<file path="config.mk">
export PLATFORM = sky130hd
export DESIGN_NAME = mdu_hilo
export DESIGN_NICKNAME = d
export VERILOG_FILES = /design/src/rtl/mdu_hilo.sv
export SDC_FILE = /design/constraint.sdc
export NUM_CORES = 1
export LEC_CHECK = 0
export CAP_MARGIN = 40
export CORE_ASPECT_RATIO = 0.9
export CORE_MARGIN = 3
export CORE_UTILIZATION = 50
export DETAILED_ROUTE_END_ITERATION = 10
export GPL_TIMING_DRIVEN = 0
export PLACE_DENSITY = 0.7
export REMOVE_ABC_BUFFERS = 1
export SLEW_MARGIN = 30
export SYNTH_ARGS = -nofsm -noshare
export SYNTH_HDL_FRONTEND = slang
export SYNTH_SLANG_ARGS = --single-unit
</file>
<file path="constraint.sdc">
create_clock -name i_clk -period 10.5 [get_ports i_clk]
set_clock_uncertainty 0.05 [all_clocks]
set_input_delay 2.1 -clock i_clk [delete_from_list [all_inputs] [get_ports i_clk]]
set_output_delay 2.1 -clock i_clk [all_outputs]
set_load 0.01 [all_outputs]
</file>
<file path="src/rtl/mdu_hilo.sv">
// Iterative MIPS multiply/divide unit owning the HI/LO registers.
// Latency: WIDTH cycles of o_busy after the start edge, results and o_done visible in the following cycle.
// Backpressure: i_start and MTHI/MTLO are ignored while o_busy=1; the pipeline must stall on o_busy.
module mdu_hilo #(
  parameter int WIDTH = 32
) (
  input  logic             i_clk,
  input  logic             i_rst,
  input  logic             i_start,
  input  logic [1:0]       i_op,
  input  logic [WIDTH-1:0] i_A,
  input  logic [WIDTH-1:0] i_B,
  input  logic             i_mthi,
  input  logic             i_mtlo,
  input  logic [WIDTH-1:0] i_wdata,
  output logic             o_busy,
  output logic             o_done,
  output logic             o_div_zero,
  output logic [WIDTH-1:0] o_hi,
  output logic [WIDTH-1:0] o_lo
);

  localparam int CW = (WIDTH > 1) ? $clog2(WIDTH) : 1;
  localparam logic [CW-1:0] LAST = CW'(WIDTH - 1);

  typedef enum logic {S_IDLE, S_CALC} state_t;

  state_t r_state, w_state_nxt;

  logic [CW-1:0]      r_cnt;
  logic               r_is_div;
  logic               r_neg_res;  // product sign (mult) or quotient sign (div)
  logic               r_neg_a;    // remainder takes the dividend's sign
  logic               r_dz;
  logic [2*WIDTH-1:0] r_acc;      // mult: running product; div: {remainder, dividend/quotient}
  logic [2*WIDTH-1:0] r_mcand;    // multiplicand, shifted left each iteration
  logic [WIDTH-1:0]   r_b;        // multiplier (shifted right) or divisor (held)
  logic [WIDTH-1:0]   r_hi, r_lo;
  logic               r_done, r_dzp;

  logic               w_start, w_last, w_signed, w_a_neg, w_b_neg;
  logic [WIDTH-1:0]   w_a_mag, w_b_mag;
  logic [2*WIDTH-1:0] w_mul_acc, w_div_acc, w_acc_nxt, w_prod;
  logic [WIDTH:0]     w_shift, w_sub;
  logic [WIDTH-1:0]   w_quo, w_rem, w_hi_res, w_lo_res;

  assign w_start  = (r_state == S_IDLE) && i_start;
  assign w_last   = (r_state == S_CALC) && (r_cnt == LAST);

  // Signed ops run on magnitudes; the signs are reapplied at the end.
  assign w_signed = ~i_op[0];
  assign w_a_neg  = w_signed & i_A[WIDTH-1];
  assign w_b_neg  = w_signed & i_B[WIDTH-1];
  assign w_a_mag  = w_a_neg ? -i_A : i_A;
  assign w_b_mag  = w_b_neg ? -i_B : i_B;

  // One shift-add multiply step and one restoring divide step per cycle.
  assign w_mul_acc = r_b[0] ? (r_acc + r_mcand) : r_acc;
  assign w_shift   = {r_acc[2*WIDTH-1:WIDTH], r_acc[WIDTH-1]};
  assign w_sub     = w_shift - {1'b0, r_b};
  assign w_div_acc = w_sub[WIDTH] ? {w_shift[WIDTH-1:0], r_acc[WIDTH-2:0], 1'b0}
                                  : {w_sub[WIDTH-1:0],   r_acc[WIDTH-2:0], 1'b1};
  assign w_acc_nxt = r_is_div ? w_div_acc : w_mul_acc;

  // Sign correction applied to the value produced by the final iteration.
  assign w_prod   = r_neg_res ? -w_acc_nxt : w_acc_nxt;
  assign w_quo    = w_acc_nxt[WIDTH-1:0];
  assign w_rem    = w_acc_nxt[2*WIDTH-1:WIDTH];
  assign w_hi_res = r_is_div ? (r_neg_a ? -w_rem : w_rem) : w_prod[2*WIDTH-1:WIDTH];
  assign w_lo_res = r_is_div ? (r_neg_res ? -w_quo : w_quo) : w_prod[WIDTH-1:0];

  // State register.
  always_ff @(posedge i_clk) begin
    if (i_rst) r_state <= S_IDLE;
    else       r_state <= w_state_nxt;
  end

  // Next-state logic: start launches CALC, the last iteration returns to IDLE.
  always_comb begin
    w_state_nxt = r_state;
    case (r_state)
      S_IDLE:  if (i_start) w_state_nxt = S_CALC;
      S_CALC:  if (w_last)  w_state_nxt = S_IDLE;
      default: w_state_nxt = S_IDLE;
    endcase
  end

  // State-decoded outputs.
  always_comb begin
    o_busy = (r_state == S_CALC);
  end

  // Operand capture, per-cycle iteration and iteration counter.
  always_ff @(posedge i_clk) begin
    if (i_rst) begin
      r_cnt     <= '0;
      r_is_div  <= 1'b0;
      r_neg_res <= 1'b0;
      r_neg_a   <= 1'b0;
      r_dz      <= 1'b0;
      r_acc     <= '0;
      r_mcand   <= '0;
      r_b       <= '0;
    end else if (w_start) begin
      r_cnt     <= '0;
      r_is_div  <= i_op[1];
      r_neg_res <= w_a_neg ^ w_b_neg;
      r_neg_a   <= w_a_neg;
      r_dz      <= i_op[1] && (i_B == '0);
      r_acc     <= i_op[1] ? {{WIDTH{1'b0}}, w_a_mag} : '0;
      r_mcand   <= {{WIDTH{1'b0}}, w_a_mag};
      r_b       <= w_b_mag;
    end else if (r_state == S_CALC) begin
      r_cnt   <= r_cnt + CW'(1);
      r_acc   <= w_acc_nxt;
      r_mcand <= r_mcand << 1;
      if (!r_is_div) r_b <= r_b >> 1;
    end
  end

  // HI/LO update: results on completion (skipped on divide by zero), moves only in IDLE without start.
  always_ff @(posedge i_clk) begin
    if (i_rst) begin
      r_hi   <= '0;
      r_lo   <= '0;
      r_done <= 1'b0;
      r_dzp  <= 1'b0;
    end else begin
      r_done <= w_last;
      r_dzp  <= w_last && r_dz;
      if (w_last) begin
        if (!r_dz) begin
          r_hi <= w_hi_res;
          r_lo <= w_lo_res;
        end
      end else if ((r_state == S_IDLE) && !i_start) begin
        if (i_mthi) r_hi <= i_wdata;
        if (i_mtlo) r_lo <= i_wdata;
      end
    end
  end

  assign o_done     = r_done;
  assign o_div_zero = r_dzp;
  assign o_hi       = r_hi;
  assign o_lo       = r_lo;

endmodule

</file>
Word-level counts from Yosys, hierarchy flattened
Index checks and enable logic that the tools add are counted.

word-level totals
  output and inout port bits = 67
  logic and storage cells = 74
  input port bits = 103
  register bits after elaboration = 236

cells by class
  bitwise operators = 5
  reductions and logical operators = 15
  add/sub/neg operators = 8
  mux-type cells = 29
  eq/ne operators = 3

operators with widths
  cell                 number
  $mux 32              20
  $mux 64              6
  $neg 32->32          4
  $add 64x64->64       1
  $neg 64->64          1
  $sub 33x32->33       1
  $logic_not 32->1     1
  $reduce_bool 2->1    4
  $reduce_and 3->1     2
  $add 5x1->5 const B  1
  $eq 5x5->1 const B   1
  $logic_and 1x1->1    5
  $and 1x1->1          2
  $mux 1               2
  $ne 2x1->1 const B   1
  $ne 2x2->1 const B   1
  $not 1->1            2
  $pmux 1 s2           1
  $reduce_and 2->1     1
  $reduce_or 2->1      1
  $logic_not 1->1      1
  $xor 1x1->1          1

Longest topological paths before layout
  depth in word-level cells = 8
  gate-level depth with buffers = 25
  gate-level depth less buffers = 22

Worst setup path after synthesis
Ideal clock, no wire load.

  path kind = flip-flop to flip-flop
  start point = reg r_is_div
  end point = reg r_hi[30] (netlist: o_hi[30])
  path buffers = 10
  data required time = 10.364 ns
  data arrival time = 5.742 ns
  clock period less this slack = 5.878 ns
  setup time = 0.086 ns
  stages on the path, launching flop included = 24
  slack = 4.622 ns
  path through = dfxtp_1 clkbuf_1 buf_2 clkbuf_1 clkbuf_1 clkbuf_1 buf_1 clkbuf_1 buf_1 buf_1 a21oi_1 inv_1 ha_1 inv_1 nor2_2 nand4_2 or4_4 or4_1 buf_2 or3_1 a211o_1 o31ai_2 xor2_1 a211oi_1

on the way
  longest elaborated chain between the ends = 6
  elaborated cells on any way between the ends = 8
  those cells by class = add/sub (2); mux (6)

RTL lines
  element                                            line    source
  start, declared                                    31      logic r_is_div;
  start signal, assigned                             106     r_is_div <= i_op[1];
  $mux 64                                            63      assign w_acc_nxt = r_is_div ? w_div_acc : w_mul_acc;
  $neg 64->64 / $neg 32->32 (equally long branches)  66, 69
  $mux 64 / $mux 32 (equally long branches)          66, 69
  $mux 32 *                                          69      assign w_hi_res = r_is_div ? (r_neg_a ? -w_rem : w_rem) : w_prod[2*WIDTH-1:WIDTH];
  $mux 32 *                                          132     if (!r_dz) begin
  $mux 32 *                                          131     if (w_last) begin
  end signal, assigned                               133     r_hi <= w_hi_res;
  end signal, assigned                               137     if (i_mthi) r_hi <= i_wdata;
  end, declared                                      38      logic [WIDTH-1:0] r_hi, r_lo;

Mark *: on every way between the ends. The rest lies on a longest branch, timed or not. The select of a mux whose other input is x is not followed.
A chain may end at the register's enable or synchronous reset.

Final worst setup path
  start point = reg r_b[0]
  end point = reg r_hi[2] (netlist: o_hi[2])

on the way
  longest elaborated chain between the ends = 8
  elaborated cells on any way between the ends = 11
  those cells by class = add/sub (3); mux (8)

RTL lines
  element                                            line    source
  start, declared                                    37      logic [WIDTH-1:0] r_b;
  start signal, assigned                             112     r_b <= w_b_mag;
  start signal, assigned                             117     if (!r_is_div) r_b <= r_b >> 1;
  $sub 33x32->33                                     60      assign w_sub = w_shift - {1'b0, r_b};
  $mux 64                                            61      assign w_div_acc = w_sub[WIDTH] ? {w_shift[WIDTH-1:0], r_acc[WIDTH-2:0], 1'b0}
  $mux 64 *                                          63
  $neg 64->64 / $neg 32->32 (equally long branches)  66, 69
  $mux 64 / $mux 32 (equally long branches)          66, 69
  $mux 32 *                                          69
  $mux 32 *                                          132
  $mux 32 *                                          131

Marked as above.

==> summary.md <==
| Metric | Value |
|---|---|
| Setup violators final | `0` |
| Final-report max-slew violation count | `0` |
| Clk Latency, worst-skew pair | `600 ps` |
| WP buf/inv | `5` |
| Avg Cell Area, Syn | `about 7.1 um2` |
| Synth async-reset ratio | `0%` |
| Port bufs | `169` |
| Reg2reg path depth | `23` |
| Average wire per standard cell | `24.7 um` |
| Routed vias/inst | `6.70` |
| DPL Wire Length | `65100 um` |
| Library cells used by synthesis | `92` |
| Final net count | `3113` |
| # diodes | `0` |
| Setup CP Type | `reg2reg` |
| Post-synth EDFFs | `0` |
| Clock sink count | `236` |
| Status | `finished clean` |
| Initial core utilization | `51.1%` |
| First-pass DRT Iterations | `6` |
| Max-cap violations | `0` |
| CTS tree | `yes` |
| Post-CTS Hold Buffers | `0` |
| Worst setup SP type | `register` |
| Critical-path cell list | `buf_16, ha_1, inv_1, fa_1, a211oi_1, or3_4, a211oi_1, o21a_1, o211ai_4, buf_16, a21oi_1, inv_1, ha_1, inv_1, nor2_2, nand4_2, or4_4, or4_1, o21ai_0, o21ai_0, xnor2_1, a211o_1, a21oi_1` |
| H-tree depth | `1` |
| Power density cells | `136 mW/mm2` |
| First-pass GRT wire length | `127000 um` |
| Design Area, Final | `0.0237 mm2` |
| Gate Count Post-Synth | `roughly 2900` |
| Root Driver | `clkbuf_16` |
| Worst EP required | `~11000 ps` |
| Clock Pin Slew Worst Setup and Hold Paths | `around 60 ps` |
| Fmax | `141 MHz` |
| Slowest-stage cell, CP | `or4_1` |
| RSZ-0062 raised after global routing | `no` |
| Relative slew margins | `30.2%` |
| Psw | `~1200 uW` |
| Most frequent cells in the layout | `nor2_1 (422), a21oi_1 (285), nand2_1 (280), dfxtp_1 (232), clkdlybuf4s50_1 (167)` |
| Endpoint class of the critical path | `register` |
| Die area | `roughly 0.043 mm2` |
| FF+latch area | `0.00474 mm2` |
| Fraction of layout cells with a size suffix above 1 | `around 5.2%` |
| Cell family with most CP delay | `compound AO/OA/AOI/OAI gates` |
| Area of the multi-input gates | `between 0.01 and 0.015 mm2` |
| Antenna viol nets, final | `0` |
| Power Internal | `2010 uW` |
| Yosys reg bits | `236` |
| Comb power frac | `35.2%` |
| Primary FF master, synth | `dfxtp_1` |
| Leakage | `between 0.008 and 0.009 uW` |
| Fin crit period | `roughly 7100 ps` |
| Largest net degree at the start of global routing | `109` |
| Final Wtd Congestion | `a little over 1` |
| Sequential Power Share | `31.1%` |
| Most frequent CP cell | `inv_1` |
| VDD IR max | `0.132 mV` |
| Worst setup endpoint | `o_hi[2]` |
| Commonest non-fill, non-tap cell in the layout | `nor2_1` |
| Least-Margin Pin Slew | `1050 ps` |
| Total routed wirelength | `85500 um` |
| CTS buffer count | `28` |
| Peak per-stage delay on the critical path | `640 ps` |
| Vias in the first global route | `20700` |
| Die Height | `198 um` |
| Io pins | `170` |
| Clock Path Buffers | `3` |
| Final Hold Fails | `0` |
| Post-cts sizing count | `0` |
| DRC | `0` |
| Post-CTS setup buffers | `0` |
| Hold path start | `o_lo[15]` |
| Placement Cell Area | `0.0226 mm2` |
| Syn. warnings | `0` |
| Post-Place Worst Slack | `3590 ps` |
| Initial antenna violation count | `0` |
| Tcrit/Tclk final | `67.6%` |
| Switching Fraction | `37.7%` |
| Crit-path max FO | `42` |
| Final setup margin | `3400 ps` |
| Grt ovf | `0` |
| Power share of the clock group | `33.8%` |
| Worst r2r src | `r_b[0]` |
| Synth-to-Final Area Change | `16.4%` |
| Filler cells | `approximately 3700` |
| CP arrival | `about 7600 ps` |
| HP Class | `reg2reg` |
| Core box area | `0.0399 mm2` |
| Register area share after synthesis | `23.2%` |
| Die width | `219 um` |
| Drt initial violations | `3057` |
| WP depth | `23` |
| GRT Util Overall | `37.9%` |
| Worst r2r dst | `o_hi[2]` |
| Row count | `slightly below 70` |
| Cell area after synthesis | `0.0204 mm2` |
| Worst Setup SP | `r_b[0]` |
| Internal reg-to-reg setup slack | `3400 ps` |
| Vias | `~23000` |
-- kinds of logic (layout without fill, tap and decap cells) --
family | count (synthesis) | count (layout) | synth area share, %
xor+xnor | 164 | 164 | 7.05
simple gates | 1078 | 1078 | 24.1
buf+inv | 281 | 337 | 5.32
fa+ha+maj | 103 | 103 | 6.40
compound gates | 945 | 945 | 30.7
mux | 64 | 64 | 3.17
flops | 236 | 236 | 23.2
-- power groups by stage --
stage | clock [uW] | combinational, uW | sequential (uW)
floorplan | 0 | 654 | 1020
global placement | 0 | 1010 | 1040
finish | 1090 | 1130 | 1000
global route | 1130 | 1220 | 1010
CTS | 1100 | 1090 | 999
detailed placement | 0 | 1080 | 1020
-- worst reg2reg max path: cells and delay by family (launching register included) --
family | cells | cell delay [ps]
buf+inv | 5 | 820
flops | 1 | 490
fa+ha+maj | 3 | 1000
xor+xnor | 1 | 230
simple gates | 5 | 1750
compound gates | 9 | 2710
-- cell type report --
cell class                      count  share of cell area (%)
Inverter                           85                    1.36
Clock buffer                       35                    3.28
Timing Repair Buffer              202                    9.69
Clock inverter                     15                   0.965
Multi-Input combinational cell   2354                    61.9
Sequential cell                   236                    20.0
Tap cell                          532                    2.81
-- stage by stage --
| stage | setup TNS (ps) | cells | total power, uW | hold WS (ps) | utilization (%) |
|---|---|---|---|---|---|
| floorplan | 0 | 2675 | 1670 | 394 | - |
| detailed placement | 0 | 3400 | 2100 | 401 | 56.7 |
| finish | 0 | 3459 | 3230 | 404 | 59.5 |
| global route | 0 | 3459 | 3350 | 430 | 59.5 |
| global placement | -580770 | 3376 | 2050 | 390 | 55.1 |
| CTS | 0 | 3450 | 3190 | 409 | 59.2 |
-- worst min path at each step --
stage / to / slack [ps] / cells past startpoint
floorplan: o_div_zero / 390 / 2
global placement: o_lo[23] / 390 / 2
detailed placement: o_hi[23] / 400 / 2
CTS: o_hi[23] / 410 / 2
global route: o_hi[23] / 430 / 2
finish: o_lo[15] / 400 / 2
-- cells in the mapped netlist, types with 27 or more instances --
master | number | area, um2
ha_1 | 101 | 1260
a221oi_1 | 35 | 307
a21oi_1 | 288 | 1440
and3_1 | 36 | 225
clkbuf_1 | 161 | 604
nor3_1 | 67 | 335
nand3_1 | 43 | 215
nand2_1 | 283 | 1060
nand2b_1 | 32 | 200
a211oi_1 | 85 | 638
mux2i_1 | 59 | 591
dfxtp_1 | 236 | 4720
inv_1 | 83 | 312
xor2_1 | 64 | 561
xnor2_1 | 100 | 876
o31ai_1 | 27 | 203
nand4_1 | 52 | 325
o21ai_0 | 158 | 791
a22oi_1 | 32 | 240
or3_1 | 33 | 206
a21o_1 | 37 | 278
o211ai_1 | 31 | 233
a31oi_1 | 34 | 213
nor2_1 | 426 | 1600
-- per-layer routing --
metal	GRT usage (%)	vias to the layer above	part of all wire (%)
met3	8.71	128	12
met1	56.6	11100	45
met2	54.9	1274	41
li1	-	10600	-
met4	9.10	0	2.6
met5	0	-	0
-- registers in the layout (all words and copies together) (netlist names) --
name / cells
o_busy: 1
o_div_zero: 1
o_done: 1
o_hi: 32
o_lo: 32
r_acc: 64
r_b: 32
r_cnt: 5
r_dz: 1
r_is_div: 1
r_mcand: 64
r_neg_a: 1
r_neg_res: 1
(Power assumes the default switching activity.)
